==> config.mk <==
export PLATFORM = sky130hd
export DESIGN_NAME = isp_param_fetch
export DESIGN_NICKNAME = d
export VERILOG_FILES = /design/src/rtl/isp_param_fetch_pkg.sv /design/src/rtl/isp_param_fetch.sv
export SDC_FILE = /design/constraint.sdc
export NUM_CORES = 1
export LEC_CHECK = 0
export BUFFER_PORTS_ARGS = -buffer_cell sky130_fd_sc_hd__clkbuf_2
export CORE_MARGIN = 3
export CORE_UTILIZATION = 45
export DETAILED_ROUTE_END_ITERATION = 12
export PLACE_DENSITY = 0.73
export SETUP_SLACK_MARGIN = 0.02
export SYNTH_ARGS = -nofsm -noshare
export SYNTH_HDL_FRONTEND = slang
export SYNTH_SLANG_ARGS = --single-unit
==> constraint.sdc <==
create_clock -name clock -period 3.4 [get_ports clock]
set_clock_uncertainty 0.05 [all_clocks]
set_input_delay 1.02 -clock clock [delete_from_list [all_inputs] [get_ports clock]]
set_output_delay 1.02 -clock clock [all_outputs]
set_load 0.02 [all_outputs]
==> src/rtl/isp_param_fetch_pkg.sv <==
// Shared PVR definitions for the ISP parameter fetcher: widths, record slot
// indices and the fetch FSM state encoding.
package isp_param_fetch_pkg;

    localparam int ADDR_W    = 22;
    localparam int SKIP_W    = 3;
    localparam int REC_WORDS = 12;
    localparam int IDX_W     = 4;

    // Record slot indices, in output-port order
    localparam logic [IDX_W-1:0] IDX_ISP = 4'd0;
    localparam logic [IDX_W-1:0] IDX_TSP = 4'd1;
    localparam logic [IDX_W-1:0] IDX_TCW = 4'd2;
    localparam logic [IDX_W-1:0] IDX_VAX = 4'd3;
    localparam logic [IDX_W-1:0] IDX_VAY = 4'd4;
    localparam logic [IDX_W-1:0] IDX_VAZ = 4'd5;
    localparam logic [IDX_W-1:0] IDX_VBX = 4'd6;
    localparam logic [IDX_W-1:0] IDX_VBY = 4'd7;
    localparam logic [IDX_W-1:0] IDX_VBZ = 4'd8;
    localparam logic [IDX_W-1:0] IDX_VCX = 4'd9;
    localparam logic [IDX_W-1:0] IDX_VCY = 4'd10;
    localparam logic [IDX_W-1:0] IDX_VCZ = 4'd11;

    typedef enum logic [2:0] {
        ST_IDLE = 3'd0,
        ST_REQ  = 3'd1,
        ST_WAIT = 3'd2,
        ST_STEP = 3'd3,
        ST_OUT  = 3'd4
    } state_e;

    // Vertex A and B Z words are followed by the per-vertex skip words; the
    // vertex C Z word ends the record, so its skip is never applied.
    function automatic logic is_skip_z(input logic [IDX_W-1:0] idx);
        return (idx == IDX_VAZ) || (idx == IDX_VBZ);
    endfunction

endpackage

==> src/rtl/isp_param_fetch.sv <==
// Polygon parameter fetcher: reads the 12 words of one triangle (3 headers,
// X/Y/Z of three vertices) from the parameter cache, one outstanding read at
// a time, then offers the complete record to the rasterizer.
module isp_param_fetch #(
    parameter int ADDR_W = isp_param_fetch_pkg::ADDR_W,
    parameter int SKIP_W = isp_param_fetch_pkg::SKIP_W
) (
    input  logic              clock,
    input  logic              reset,
    input  logic              start,
    input  logic [ADDR_W-1:0] poly_addr,
    input  logic [SKIP_W-1:0] skip,
    output logic              busy,
    output logic [ADDR_W-1:0] param_req_addr,
    output logic              param_read,
    input  logic [31:0]       param_dout,
    input  logic              param_data_ready,
    output logic              poly_valid,
    input  logic              poly_ready,
    output logic [31:0]       isp_inst,
    output logic [31:0]       tsp_inst,
    output logic [31:0]       tcw,
    output logic [31:0]       va_x,
    output logic [31:0]       va_y,
    output logic [31:0]       va_z,
    output logic [31:0]       vb_x,
    output logic [31:0]       vb_y,
    output logic [31:0]       vb_z,
    output logic [31:0]       vc_x,
    output logic [31:0]       vc_y,
    output logic [31:0]       vc_z
);

    import isp_param_fetch_pkg::*;

    state_e             state_q, state_d;
    logic [ADDR_W-1:0]  addr_q,  addr_d;
    logic [SKIP_W-1:0]  skip_q,  skip_d;
    logic [IDX_W-1:0]   idx_q,   idx_d;
    logic [31:0]        rec_q [REC_WORDS];

    // Next-state and datapath update for the fetch sequence
    always_comb begin
        // NOTE: every signal assigned here gets a default first, so no path
        // through the case can leave it unassigned and infer a latch.
        state_d = state_q;
        addr_d  = addr_q;
        skip_d  = skip_q;
        idx_d   = idx_q;

        case (state_q)
            ST_IDLE: begin
                if (start) begin
                    addr_d  = poly_addr;
                    skip_d  = skip;
                    idx_d   = '0;
                    state_d = ST_REQ;
                end
            end
            ST_REQ: begin
                state_d = ST_WAIT;
            end
            ST_WAIT: begin
                if (param_data_ready) begin
                    state_d = ST_STEP;
                end
            end
            ST_STEP: begin
                if (idx_q == IDX_VCZ) begin
                    state_d = ST_OUT;
                end else begin
                    idx_d   = idx_q + IDX_W'(1);
                    addr_d  = is_skip_z(idx_q)
                            ? addr_q + ADDR_W'(skip_q) + ADDR_W'(1)
                            : addr_q + ADDR_W'(1);
                    state_d = ST_REQ;
                end
            end
            ST_OUT: begin
                if (poly_ready) begin
                    state_d = ST_IDLE;
                end
            end
            default: begin
                state_d = ST_IDLE;
            end
        endcase
    end

    // FSM state plus address/index/skip registers
    always_ff @(posedge clock) begin
        // NOTE: sequential state uses non-blocking assignments so every
        // register samples pre-edge values regardless of statement order.
        if (reset) begin
            state_q <= ST_IDLE;
            addr_q  <= '0;
            skip_q  <= '0;
            idx_q   <= '0;
        end else begin
            state_q <= state_d;
            addr_q  <= addr_d;
            skip_q  <= skip_d;
            idx_q   <= idx_d;
        end
    end

    // Record capture: only a data_ready seen in WAIT writes the current slot
    always_ff @(posedge clock) begin
        // NOTE: the record array is reset explicitly because a reset must
        // drop any partial polygon and drive all record outputs to zero.
        if (reset) begin
            for (int i = 0; i < REC_WORDS; i++) begin
                rec_q[i] <= '0;
            end
        end else if (state_q == ST_WAIT && param_data_ready) begin
            rec_q[idx_q] <= param_dout;
        end
    end

    // Handshake outputs decoded from state
    always_comb begin
        busy           = (state_q != ST_IDLE);
        param_read     = (state_q == ST_REQ);
        poly_valid     = (state_q == ST_OUT);
        param_req_addr = addr_q;
    end

    assign isp_inst = rec_q[IDX_ISP];
    assign tsp_inst = rec_q[IDX_TSP];
    assign tcw      = rec_q[IDX_TCW];
    assign va_x     = rec_q[IDX_VAX];
    assign va_y     = rec_q[IDX_VAY];
    assign va_z     = rec_q[IDX_VAZ];
    assign vb_x     = rec_q[IDX_VBX];
    assign vb_y     = rec_q[IDX_VBY];
    assign vb_z     = rec_q[IDX_VBZ];
    assign vc_x     = rec_q[IDX_VCX];
    assign vc_y     = rec_q[IDX_VCY];
    assign vc_z     = rec_q[IDX_VCZ];

endmodule

==> summary.md, run 1 <==
Once the clock tree was built, the resizer swapped 0 gates to a different size. The horizontal die dimension is 198.0 um. The worst max-slew margin expressed relative to the limit is 39.46%, and the number of clock sinks is 416.

The post-route minimum period is 2.657 ns. The tools report the net count after synthesis as 1236. The share of the clock period used by the worst path was 78.14%; the number of warnings issued by yosys was 0. The worst-margin pin slew works out to 0.9081 ns. The via density per instance came out at 5.707. Entering global routing, the biggest net connects 100 pins. In this run the register-to-register setup slack is 0.85 ns. The share of total power dissipated in combinational logic is 8.8%. For the number of post-CTS setup repair buffers, the log shows 0. The worst register-to-register path has a depth of 9. The endpoint of the most critical register-to-register path was param_req_addr[12]$_SDFFE_PP0P_. The critical path in this run is classified as reg -> out. The initial standard-cell utilization of the core is 46.20%. The number of buffers created by CTS was 43; the number of enable flip-flop cells after synthesis was 384.

In the synthesized netlist, the cells that appear most often are edfxtp_1 (384), and3_1 (360), clkbuf_1 (124). The most frequently used flop master after synthesis was edfxtp_1. The run gives 38.9% as the fraction of power consumed by the clock network. The total overflow left after global routing is 0. After detailed routing, the average wire length per cell comes to 25.57 um. The synthesized netlist contains 57 unique library cells.

For the worst-skew pair, the clock arrives at the later sink with an insertion delay of 0.55 ns. The area added between synthesis and finish was 24.75%. Yosys instantiated no cell more often than edfxtp_1. Detailed placement ended at an HPWL of 35.26 mm. For the share of the yosys chip area belonging to registers, the log shows 73.35%.

The number of hold-slack violations in the final timing report was 0; the number of filler cells placed in the layout was 2831. Data on the critical path arrives at its endpoint at 1.59 ns. The start point of the worst hold path was skip_q[0]$_SDFFE_PP0P_. The share of the synthesized area in the top cell type was 69.49%; the data required time at the worst endpoint was 2.33 ns.

The I/O pin count is 471. For this block, the routed nets add up to 53.03 mm of wire. The multi-input combinational cells in the finished layout cover a total of 3934 um2.

Of the total power, the share spent switching nets is 24.71%. The power after layout was 11.26 mW. Clock transition at the registers of the reported paths: 0.06 ns.

The worst setup path is captured at a primary output. TritonCTS built the clock tree. Top cell type by total area after synthesis: edfxtp_1. The tools report the share of total power in sequential cells as 52.3%. The routability congestion estimate is 0.8690. The first global-routing pass estimated 75.53 mm of wire. Hold repair after CTS inserted 0 buffers. For the number of antenna violations at the first check in global routing, the log shows 0. The run gives 1648 as the total number of nets in the final design. The logs give 69 for the cell row count and 57.64% for the final core area utilization. The maximum operating frequency is 376.4 MHz. The worst register-to-register path begins at param_req_addr[0]$_SDFFE_PP0P_. The cell area power density is 543.9 nW/um2. The run gives 3 as the maximum number of buffers from clock root to sink. The flow ran to the end, and the final reports show no timing, DRC or antenna violations. The vias after detailed routing was 11.84k; the number of global-route vias before repair was 11.22k.

Flip-flop and latch count after synthesis: 416. For the number of max-slew violations in the final report, the log shows 0. Floorplan die height: 198.0 um. In this run the cell area of the synthesized design comes to 16590 um2.

The worst hold endpoint was skip_q[0]$_SDFFE_PP0P_. The logs give 39210 um2 for the die outline area and 1165 for the post-synthesis cell count. The maximum fanout encountered on the critical timing path is 9, and the number of violations reported at the end of detailed-routing iteration 0 is 1061. The worst hold path was traced through 2 stages.

For the post-detailed-route count of antenna-violating nets, the log shows 0. Yosys attributes the largest share of cell area to edfxtp_1 (69%), and3_1 (14%), dfxtp_1 (3.9%). The sort of element at the start of the critical path was a flip-flop. Total of endpoints with negative setup slack in the final report: 0. In this run the worst hold path is classified as reg -> reg. The average instance in the mapped netlist occupies 14.24 um2.

After synthesis, the share of flip-flops with an asynchronous set or reset is 0%. The first TritonRoute pass finished after 5 iterations. The tool flagged a number of max-cap violations equal to 0. The final setup TNS is 0 ns.

The tools report the internal power of the cells as 8.477 mW. In the routed design, unresolved DRC markers number 0. During placement, the flow inserted port buffers numbering 470.

For this design the total switching power over the nets is 2.782 mW. For the leakage power total, the log shows 9.819 nW. The register cell area after layout is 12170 um2, and the number of H-tree levels is 2. The region available for standard cell placement spans 35910 um2. In this run the clock root is driven by a clkbuf_16. The maximum VDD drop is 0.0003442 V.

Setup repair after global routing left no endpoint under its margin. In the global route stage, overall resource usage came out at 26.08%. The share of layout cells above drive strength 1 works out to 35.65%.
[routing by layer]
metal  vias up  share of wire [%]  global-route usage [%]
li1       5212                  -                       -
met1      5850                 36                   31.17
met2       678                 51                   45.40
met3        97                 10                   7.249
met4         0                3.2                   9.489
met5         -                  0                       0
[placed cells by master (no fill, tap or decap), drive strengths merged, types with 7 or more instances in the layout]
cell and count:
a21o 12, buf 30, clkbuf 520, nand4 8, edfxtp 384, clkinv 24, nor3 13, a21oi 21
and3 360, inv 9, nand3b 10, ha 8, and2 34, or3 10, nand3 8, nor2 14
o211ai 7, nand2 28, dfxtp 32
[power by group through the flow]
stage          clock (mW)  sequential (mW)  combinational [mW]
3_5_place_dp            0             5.99               0.998
5_1_grt              4.63             5.91                1.04
3_3_place_gp            0             5.98               0.987
6_report             4.38             5.89               0.990
4_1_cts              4.43             5.89                1.00
2_1_floorplan           0             6.23               0.286
[final cells by class]
type / count / share of cell area (%)
antenna: 3 / 0.03627
clock buffer: 50 / 5.428
clock inverter: 28 / 0.8220
inverter: 7 / 0.1269
multi-input combinational: 609 / 19.00
sequential: 416 / 58.80
tap: 461 / 2.787
timing repair buffer: 500 / 13.00
[critical path: stages (launching register included)]
cell      delay, ns
dfxtp_1        0.46
nor3b_1        0.35
clkbuf_2       0.24
[flip-flops by register name, summed over array words and instances, names as in the netlist]
name	count
idx_q	4
skip_q	3
param_req_addr	22
state_q	3
rec_q	384
[worst max path at each step]
stage | start | end | cells after the start
after floorplan | reset | rec_q[4][0]$_SDFFCE_PN0P_ | 5
after global placement | reset | rec_q[4][3]$_SDFFCE_PN0P_ | 7
after detailed placement | reset | rec_q[4][1]$_SDFFCE_PN0P_ | 7
after CTS | state_q[2]$_SDFFE_PP0P_ | poly_valid | 2
after global routing | param_req_addr[0]$_SDFFE_PP0P_ | param_req_addr[12]$_SDFFE_PP0P_ | 9
final | state_q[2]$_SDFFE_PP0P_ | poly_valid | 2
[through the flow]
step,worst slack [ns],instances,cell area (um2),hold WS (ns)
4_1_cts,0.7151,2071,20690,0.4050
6_report,0.7434,2074,20700,0.4054
2_1_floorplan,0.1925,1165,16590,0.3863
3_3_place_gp,0.3758,1993,19400,0.4005
5_1_grt,0.6175,2071,20690,0.4429
3_5_place_dp,0.3677,1993,19400,0.3970
[cells by family after synthesis]
kind of cell	share of synthesized area [%]
xor+xnor	0.5806
buf+inv	3.220
mux	0.3318
flops	73.35
compound gates	3.084
fa+ha+maj	0.7239
simple gates	18.71
Note: power is estimated with default switching activity, not from simulation.
==> run 2, diff against run 1 <==
clock period = 2.6 ns   (was 3.4 ns; I/O delays follow)
==> run 2 against run 1 <==
Critical path depth rose by 5. Via count rose by 0.28%. Design area rose by 1.2%. Worst hold slack improved by 0.0044 ns. Total power rose by 33%. Cell count rose by 0.34%. Global-route usage fell by 0.19 points. Utilization rose by 0.71 points. Highest routed layer unchanged.
==> summary.md, run 2 (synthesis results as in run 1) <==
The flow ran to the end, and the final reports show no timing, DRC or antenna violations. For this design, the slowest cell found on the critical path is or3_1. The total of endpoints with negative setup slack in the final report was 0 (unchanged); the I/O pin count was 471 (unchanged). Number of global-route vias before repair: 11.49k (+2.4%).

The number of flip-flops under the largest register name works out to 384 (unchanged). The tools report the sort of element at the start of the critical path as a flip-flop. The vias after detailed routing was 11.87k (+0.28%). The placed wire-length estimate after detailed placement is 35.99 mm (+2.1%), and the area added between synthesis and finish is 26.29%. Based on the critical path, the design can be clocked at up to 412.5 MHz. The run gives 0.0004647 V (+35%) as the maximum VDD drop. The tools report the core region area as 35910 um2 (unchanged).

The register cell area after layout is 12170 um2 (unchanged). The post-detailed-route wirelength per cell is 25.32 um (-0.99%). The depth of the worst register-to-register path works out to 7 (-2). In this design, the critical path's most frequently occurring cell is or3_1. The cell row count was 69 (unchanged).

The total routed wirelength was 52.69 mm (-0.65%); the cell depth of the worst min-delay path was 2 (unchanged). The worst hold slack is 0.4098 ns (+0.004363 ns), and the routability congestion estimate is 0.8382 (-3.5%). The tools report the placed standard-cell area as 19600 um2 (+1.1%). The leakage power total is 9.925 nW (+1.1%). The tools report the number of antenna violations at the first check in global routing as 1 (+1). The largest register by flop count is rec_q.

The number of clock sinks was 416 (unchanged); the share of the clock period used by the worst path was 93.23%. The library cell used most frequently in the layout, excluding fill and tap cells, is clkbuf_2. The logs give 0 (-3) for the antenna diode count and 3.00 ns (+0.67 ns) for the data required time at the worst endpoint. The global route total overflow is 0 (unchanged). Number of H-tree levels: 2 (unchanged).

The horizontal die dimension works out to 198.0 um (unchanged). The maximum fanout encountered on the critical timing path is 7 (-2). Clock tree synthesis selected as its root buffer the cell clkbuf_16. The logs give 25.89% (-0.19 points) for the total global-route track usage and 0 (unchanged) for the number of post-CTS setup repair buffers.

The clock transition at the registers of the reported paths is 0.06 ns (about the same), and the total number of nets in the final design is 1660 (+0.73%). On the critical path the largest part of the delay comes from simple AND/OR/NAND/NOR gates. The total number of cells along the worst setup path is 7 (+5).

The buffer and inverter count on the worst path is 1 (unchanged). For the number of max-slew violations in the final report, the log shows 0 (unchanged). The run gives 20960 um2 (+1.2%) as the post-route cell area. The run gives 94 (-6.0%) as the maximum number of pins on one net before global-route repair. The post-detailed-route count of antenna-violating nets was 0 (unchanged).

The clock latency of the later-clocked register in the worst-skew pair came out at 0.53 ns (-0.02 ns). The floorplan die height came out at 198.0 um (unchanged). The count of TritonRoute iterations in the first routing pass came out at 5 (unchanged). The minimum setup slack after placement was 0.06351 ns (-0.3041 ns); the number of violations reported at the end of detailed-routing iteration 0 was 1086 (+2.4%). The worst min-delay path category was reg -> reg. Cell area power density: 715.0 nW/um2 (+31%).

The endpoint identified for the worst register-to-register timing path is param_req_addr[7]$_SDFFE_PP0P_. The number of buffers created by CTS was 43 (unchanged); the worst-margin pin slew was 0.6214 ns (-0.2867 ns). The count of buffers inserted at the top-level ports was 470 (unchanged). The tools report the number of filler cells placed in the layout as 2820 (-0.39%). The tools report the first-pass GRT wire length as 75.49 mm (about the same). The critical path goes through inv_1 > ha_2 > and3b_1 > o211a_1 > or3_1 > or3_1 > a31oi_1. The area used by multi-input combinational logic was 3939 um2 (+0.13%). The tools report the start point of the worst hold path as skip_q[2]$_SDFFE_PP0P_. The worst path in the final design needs a cycle of 2.424 ns, including I/O delays and setup. The worst max-slew margin expressed relative to the limit is 58.57% (+19 points). Startpoint of the worst-slack reg-to-reg timing path: idx_q[0]$_SDFFE_PP0P_. The share of layout cells above drive strength 1 was 37.10% (+1.4 points). Via density per instance: 5.704 (about the same). The logs give 0 (unchanged) for the number of hold-slack violations in the final timing report and 2.83 ns (+1.24 ns) for the arrival time of data at the critical path endpoint. TritonCTS built the clock tree. The logs give 0 (unchanged) for the number of max-cap violations and 14.98 mW (+33%) for the power after layout. The biggest cell delay along the critical path is 0.51 ns (+0.05 ns), and the maximum number of buffers from clock root to sink is 3 (unchanged). The total DRC errors in the routed layout is 0 (unchanged).

Leaving out fill and tap cells, the most frequent cells in the layout are clkbuf_2 (470), edfxtp_1 (384), and3_1 (360). For the final setup TNS, the log shows 0 ns (unchanged). The internal reg-to-reg setup slack came out at 0.18 ns (-0.67 ns). By startpoint and endpoint, the worst setup path is classified as reg -> reg.

The worst setup slack after layout is 0.1759 ns (-0.5675 ns). The die outline area was 39210 um2 (unchanged). The worst setup path is captured at a flip-flop.

The tools report the worst hold endpoint as skip_q[2]$_SDFFE_PP0P_. The initial standard-cell utilization of the core is 46.20% (unchanged). Setup repair after global routing left no endpoint under its margin.
## run 2: changes by cell type in the layout (fill, tap and decap cells not counted), sizes merged
cell,previous run,this run
bufinv,1,3
clkinvlp,1,2
clkbuf,520,521
clkinv,24,18
diode,3,0
buf,30,42
## run 2: where the power goes
part,leakage [nW],switching (mW),internal [mW]
Sequential,4.23,0.153,7.55
Clock,0.663,2.51,3.45
Combinational,5.04,0.953,0.371
## run 2: stage by stage
| stage | util (%) | cells |
|---|---|---|
| after detailed placement | 54.58 | 2005 |
| final | 58.35 | 2081 |
| after global placement | 54.58 | 2005 |
| after global routing | 58.35 | 2081 |
| after CTS | 58.34 | 2081 |
| after floorplan | - | 1165 |
## run 2: how the worst max path moves through the flow
| stage | startpoint | end | slack [ns] |
|---|---|---|---|
| 2_1_floorplan | reset | rec_q[4][0]$_SDFFCE_PN0P_ | -0.11 |
| 3_3_place_gp | reset | rec_q[10][17]$_SDFFCE_PN0P_ | 0.08 |
| 3_5_place_dp | reset | rec_q[10][17]$_SDFFCE_PN0P_ | 0.06 |
| 4_1_cts | state_q[2]$_SDFFE_PP0P_ | poly_valid | 0.16 |
| 5_1_grt | state_q[2]$_SDFFE_PP0P_ | poly_valid | 0.06 |
| 6_report | idx_q[0]$_SDFFE_PP0P_ | param_req_addr[7]$_SDFFE_PP0P_ | 0.18 |
## run 2: routing by layer
metal	share of wire, %	wire length, um	up-vias	track usage [%]
met5	0	0	-	0
met4	4.4	2295	0	10.64
met3	9.0	4735	121	6.006
met2	51	26750	666	45.09
met1	36	18910	5860	31.18
li1	-	-	5223	-
## run 2: layout make-up
type / instances / area share, %
Sequential cell: 416 / 58.08
Multi-Input combinational cell: 609 / 18.80
Timing Repair Buffer: 512 / 13.80
Clock buffer: 51 / 5.481
Tap cell: 461 / 2.752
Clock inverter: 25 / 0.9613
Inverter: 7 / 0.1254
## run 2: worst reg2reg max path: cells and delay by family, from the launching register on
| kind | cells | cell delay [ns] |
|---|---|---|
| and+or+nand+nor | 3 | 1.08 |
| DFF | 1 | 0.45 |
| AOI/OAI and AO/OA | 2 | 0.44 |
| adders and majority gates | 1 | 0.22 |
| buffers and inverters | 1 | 0.11 |
## run 2: repair_timing
| item | CTS | global route |
|---|---|---|
| setup endpoints to repair | 0 | 1 |
| hold buffers | 0 | 0 |
| resized for setup | 0 | 1 |
==> run 3, diff against run 2 <==
BUFFER_PORTS_ARGS = -buffer_cell sky130_fd_sc_hd__buf_2   (was -buffer_cell sky130_fd_sc_hd__clkbuf_2)
==> run 3 against run 2 <==
Fmax increased by 1.1%. Critical path type unchanged. Critical path depth unchanged. Worst hold slack got worse by 0.0022 ns. Cell count increased by 0.24%.
==> summary.md, run 3 (synthesis results as in run 1) <==
The signal on the critical path passes through inv_1 > ha_2 > and3b_1 > o211a_1 > or3_1 > or3_1 > a31oi_1. For the number of max-slew violations in the final report, the log shows 0 (unchanged). TritonCTS built the clock tree. The maximum VDD drop is 0.0004164 V (-10%), and the buffer and inverter count on the worst path is 1 (unchanged). The total number of nets in the final design is 1663 (+0.18%), and the initial standard-cell utilization of the core is 46.20% (unchanged). The share of layout cells above drive strength 1 is 36.80% (-0.30 points), and the number of post-CTS setup repair buffers is 0 (unchanged). The run gives 97 (+3.2%) as the maximum number of pins on one net before global-route repair. Total of cells resized after clock tree synthesis: 0 (unchanged).

The largest register by flop count is rec_q. The tools report the non-filler instance count after layout as 2086 (+0.24%). The horizontal die dimension was 198.0 um (unchanged). Worst min-delay path category: reg -> reg.

Leaving out fill and tap cells, the most frequent cell in the layout is buf_2. The area added between synthesis and finish is 26.13%. Among the stages of the critical path, the cell type that occurs most often is or3_1.

The share of the clock period used by the worst path is 92.24% (-1.0 points). The clock latency of the later-clocked register in the worst-skew pair came out at 0.54 ns (about the same). The first-pass GRT wire length came out at 73.73 mm (-2.3%). The clock transition at the registers of the reported paths was 0.06 ns (about the same); the minimum setup slack after placement was 0.09970 ns (+0.03619 ns). In this run the clock root is driven by a clkbuf_16. The library cells used most frequently in the layout, excluding fill and tap cells, are buf_2 (470), edfxtp_1 (384), and3_1 (360). The run gives 2008 (+0.15%) as the number of cells in the design after placement. The post-route minimum period works out to 2.398 ns (-0.02592 ns).

The data required time at the worst endpoint is 3.01 ns (about the same), and the biggest cell delay along the critical path is 0.52 ns (about the same). The register cell area after layout was 12170 um2 (unchanged); the post-detailed-route wirelength per cell was 24.83 um (-1.9%). The count of TritonRoute iterations in the first routing pass came out at 5 (unchanged). Among all stages on the critical path, the largest delay is contributed by or3_1. The tools report the die outline area as 39210 um2 (unchanged).

The tools report the number of violations reported at the end of detailed-routing iteration 0 as 1094 (+0.74%). The logs give 471 (unchanged) for the I/O pin count and 11.29k (-1.8%) for the number of global-route vias before repair. The number of clock sinks is 416 (unchanged), and the core region area is 35910 um2 (unchanged). The flow ran to the end, and the final reports show no timing, DRC or antenna violations. The run gives 0 (unchanged) as the post-detailed-route count of antenna-violating nets. The maximum fanout encountered on the critical timing path is 7 (unchanged), and the total of endpoints with negative setup slack in the final report is 0 (unchanged). The cell area power density was 707.4 nW/um2 (-1.1%); the final core area utilization was 58.27% (-0.077 points). The count of buffers inserted at the top-level ports was 470 (unchanged). Setup repair after global routing left no endpoint under its margin. The number of filler cells placed in the layout is 2791 (-1.0%), and the number of buffers created by CTS is 43 (unchanged). The via density per instance was 5.679 (-0.43%); the floorplan die height was 198.0 um (unchanged).

By startpoint and endpoint, the worst setup path is classified as reg -> reg. The run gives 2 (unchanged) as the number of H-tree levels. The vias after detailed routing was 11.85k (-0.19%). The number of max-cap violations is 0 (unchanged). The number of flip-flops under the largest register name is 384 (unchanged), and the maximum number of buffers from clock root to sink is 3 (unchanged).

The placed wire-length estimate after detailed placement is 35.68 mm (-0.86%), and the cell row count is 69 (unchanged). Sort of element at the start of the critical path: a flip-flop. The tools report the number of antenna violations at the first check in global routing as 1 (unchanged).

The worst-margin pin slew is 0.5891 ns (-0.03229 ns). The number of hold-slack violations in the final timing report is 0 (unchanged), and the maximum operating frequency is 417.0 MHz (+1.1%). The worst setup path is captured at a flip-flop. The routability congestion estimate was 0.8685 (+3.6%); the arrival time of data at the critical path endpoint was 2.81 ns (-0.02 ns). In this design, the largest share of critical-path delay is due to simple AND/OR/NAND/NOR gates. Leakage power total: 9.990 nW (+0.65%). For the area used by multi-input combinational logic, the log shows 3940 um2 (about the same). The worst setup slack after layout is 0.2018 ns (+0.02592 ns). The total global-route track usage came out at 25.42% (-0.47 points). The run gives 0 (unchanged) as the total of hold buffers inserted after clock tree synthesis.

The total DRC errors in the routed layout is 0 (unchanged), and the worst max-slew margin expressed relative to the limit is 60.73% (+2.2 points). The logs give 0 (unchanged) for the antenna diode count and 0 (unchanged) for the global route total overflow. The final setup TNS is 0 ns (unchanged). The total routed wirelength came out at 51.79 mm (-1.7%).
## run 3: cell types whose count changed in the layout (fill, tap and decap cells not counted), sizes merged
cell and change:
clkinv +1, clkbuf -467, clkinvlp -1, bufinv -1, buf +473
## run 3: stage by stage
step           total power, mW  hold slack (ns)  cell area [um2]
2_1_floorplan            8.516           0.3863            16610
3_3_place_gp             9.134           0.4000            19610
3_5_place_dp             9.160           0.4032            19610
4_1_cts                  14.87           0.4112            20920
5_1_grt                  15.25           0.4244            20930
6_report                 14.81           0.4076            20930
## run 3: cell type report
class                   count  share of cell area (%)
well taps                 461                   2.756
repair buffers            515                   13.87
inverters                   7                  0.1255
multi-input cells         609                   18.83
clock buffers              54                   5.440
clock inverters            24                  0.8250
flip-flops and latches    416                   58.16
## run 3: routing by layer
metal	track usage, %	wire [um]
met1	30.32	18360
met2	45.19	26590
met3	5.938	4965
met4	9.148	1881
met5	0	0
## run 3: worst min-delay path: stages (launching register included)
cell and delay, ns:
dfxtp_1 0.31, nand2_1 0.05, a21oi_1 0.05
## run 3: where the power goes
group	internal [mW]	switching [mW]
logic	0.374	0.946
registers	7.55	0.148
clock network	3.30	2.48
total	11.2	3.58
## run 3: final timing paths
kind / cells past startpoint / end / startpoint / slack (ns)
setup / recovery: 7 / param_req_addr[11]$_SDFFE_PP0P_ / idx_q[0]$_SDFFE_PP0P_ / 0.20
hold / removal: 2 / skip_q[2]$_SDFFE_PP0P_ / skip_q[2]$_SDFFE_PP0P_ / 0.41
setup reg to reg: 7 / param_req_addr[11]$_SDFFE_PP0P_ / idx_q[0]$_SDFFE_PP0P_ / 0.20
hold reg to reg: 2 / skip_q[2]$_SDFFE_PP0P_ / skip_q[2]$_SDFFE_PP0P_ / 0.41
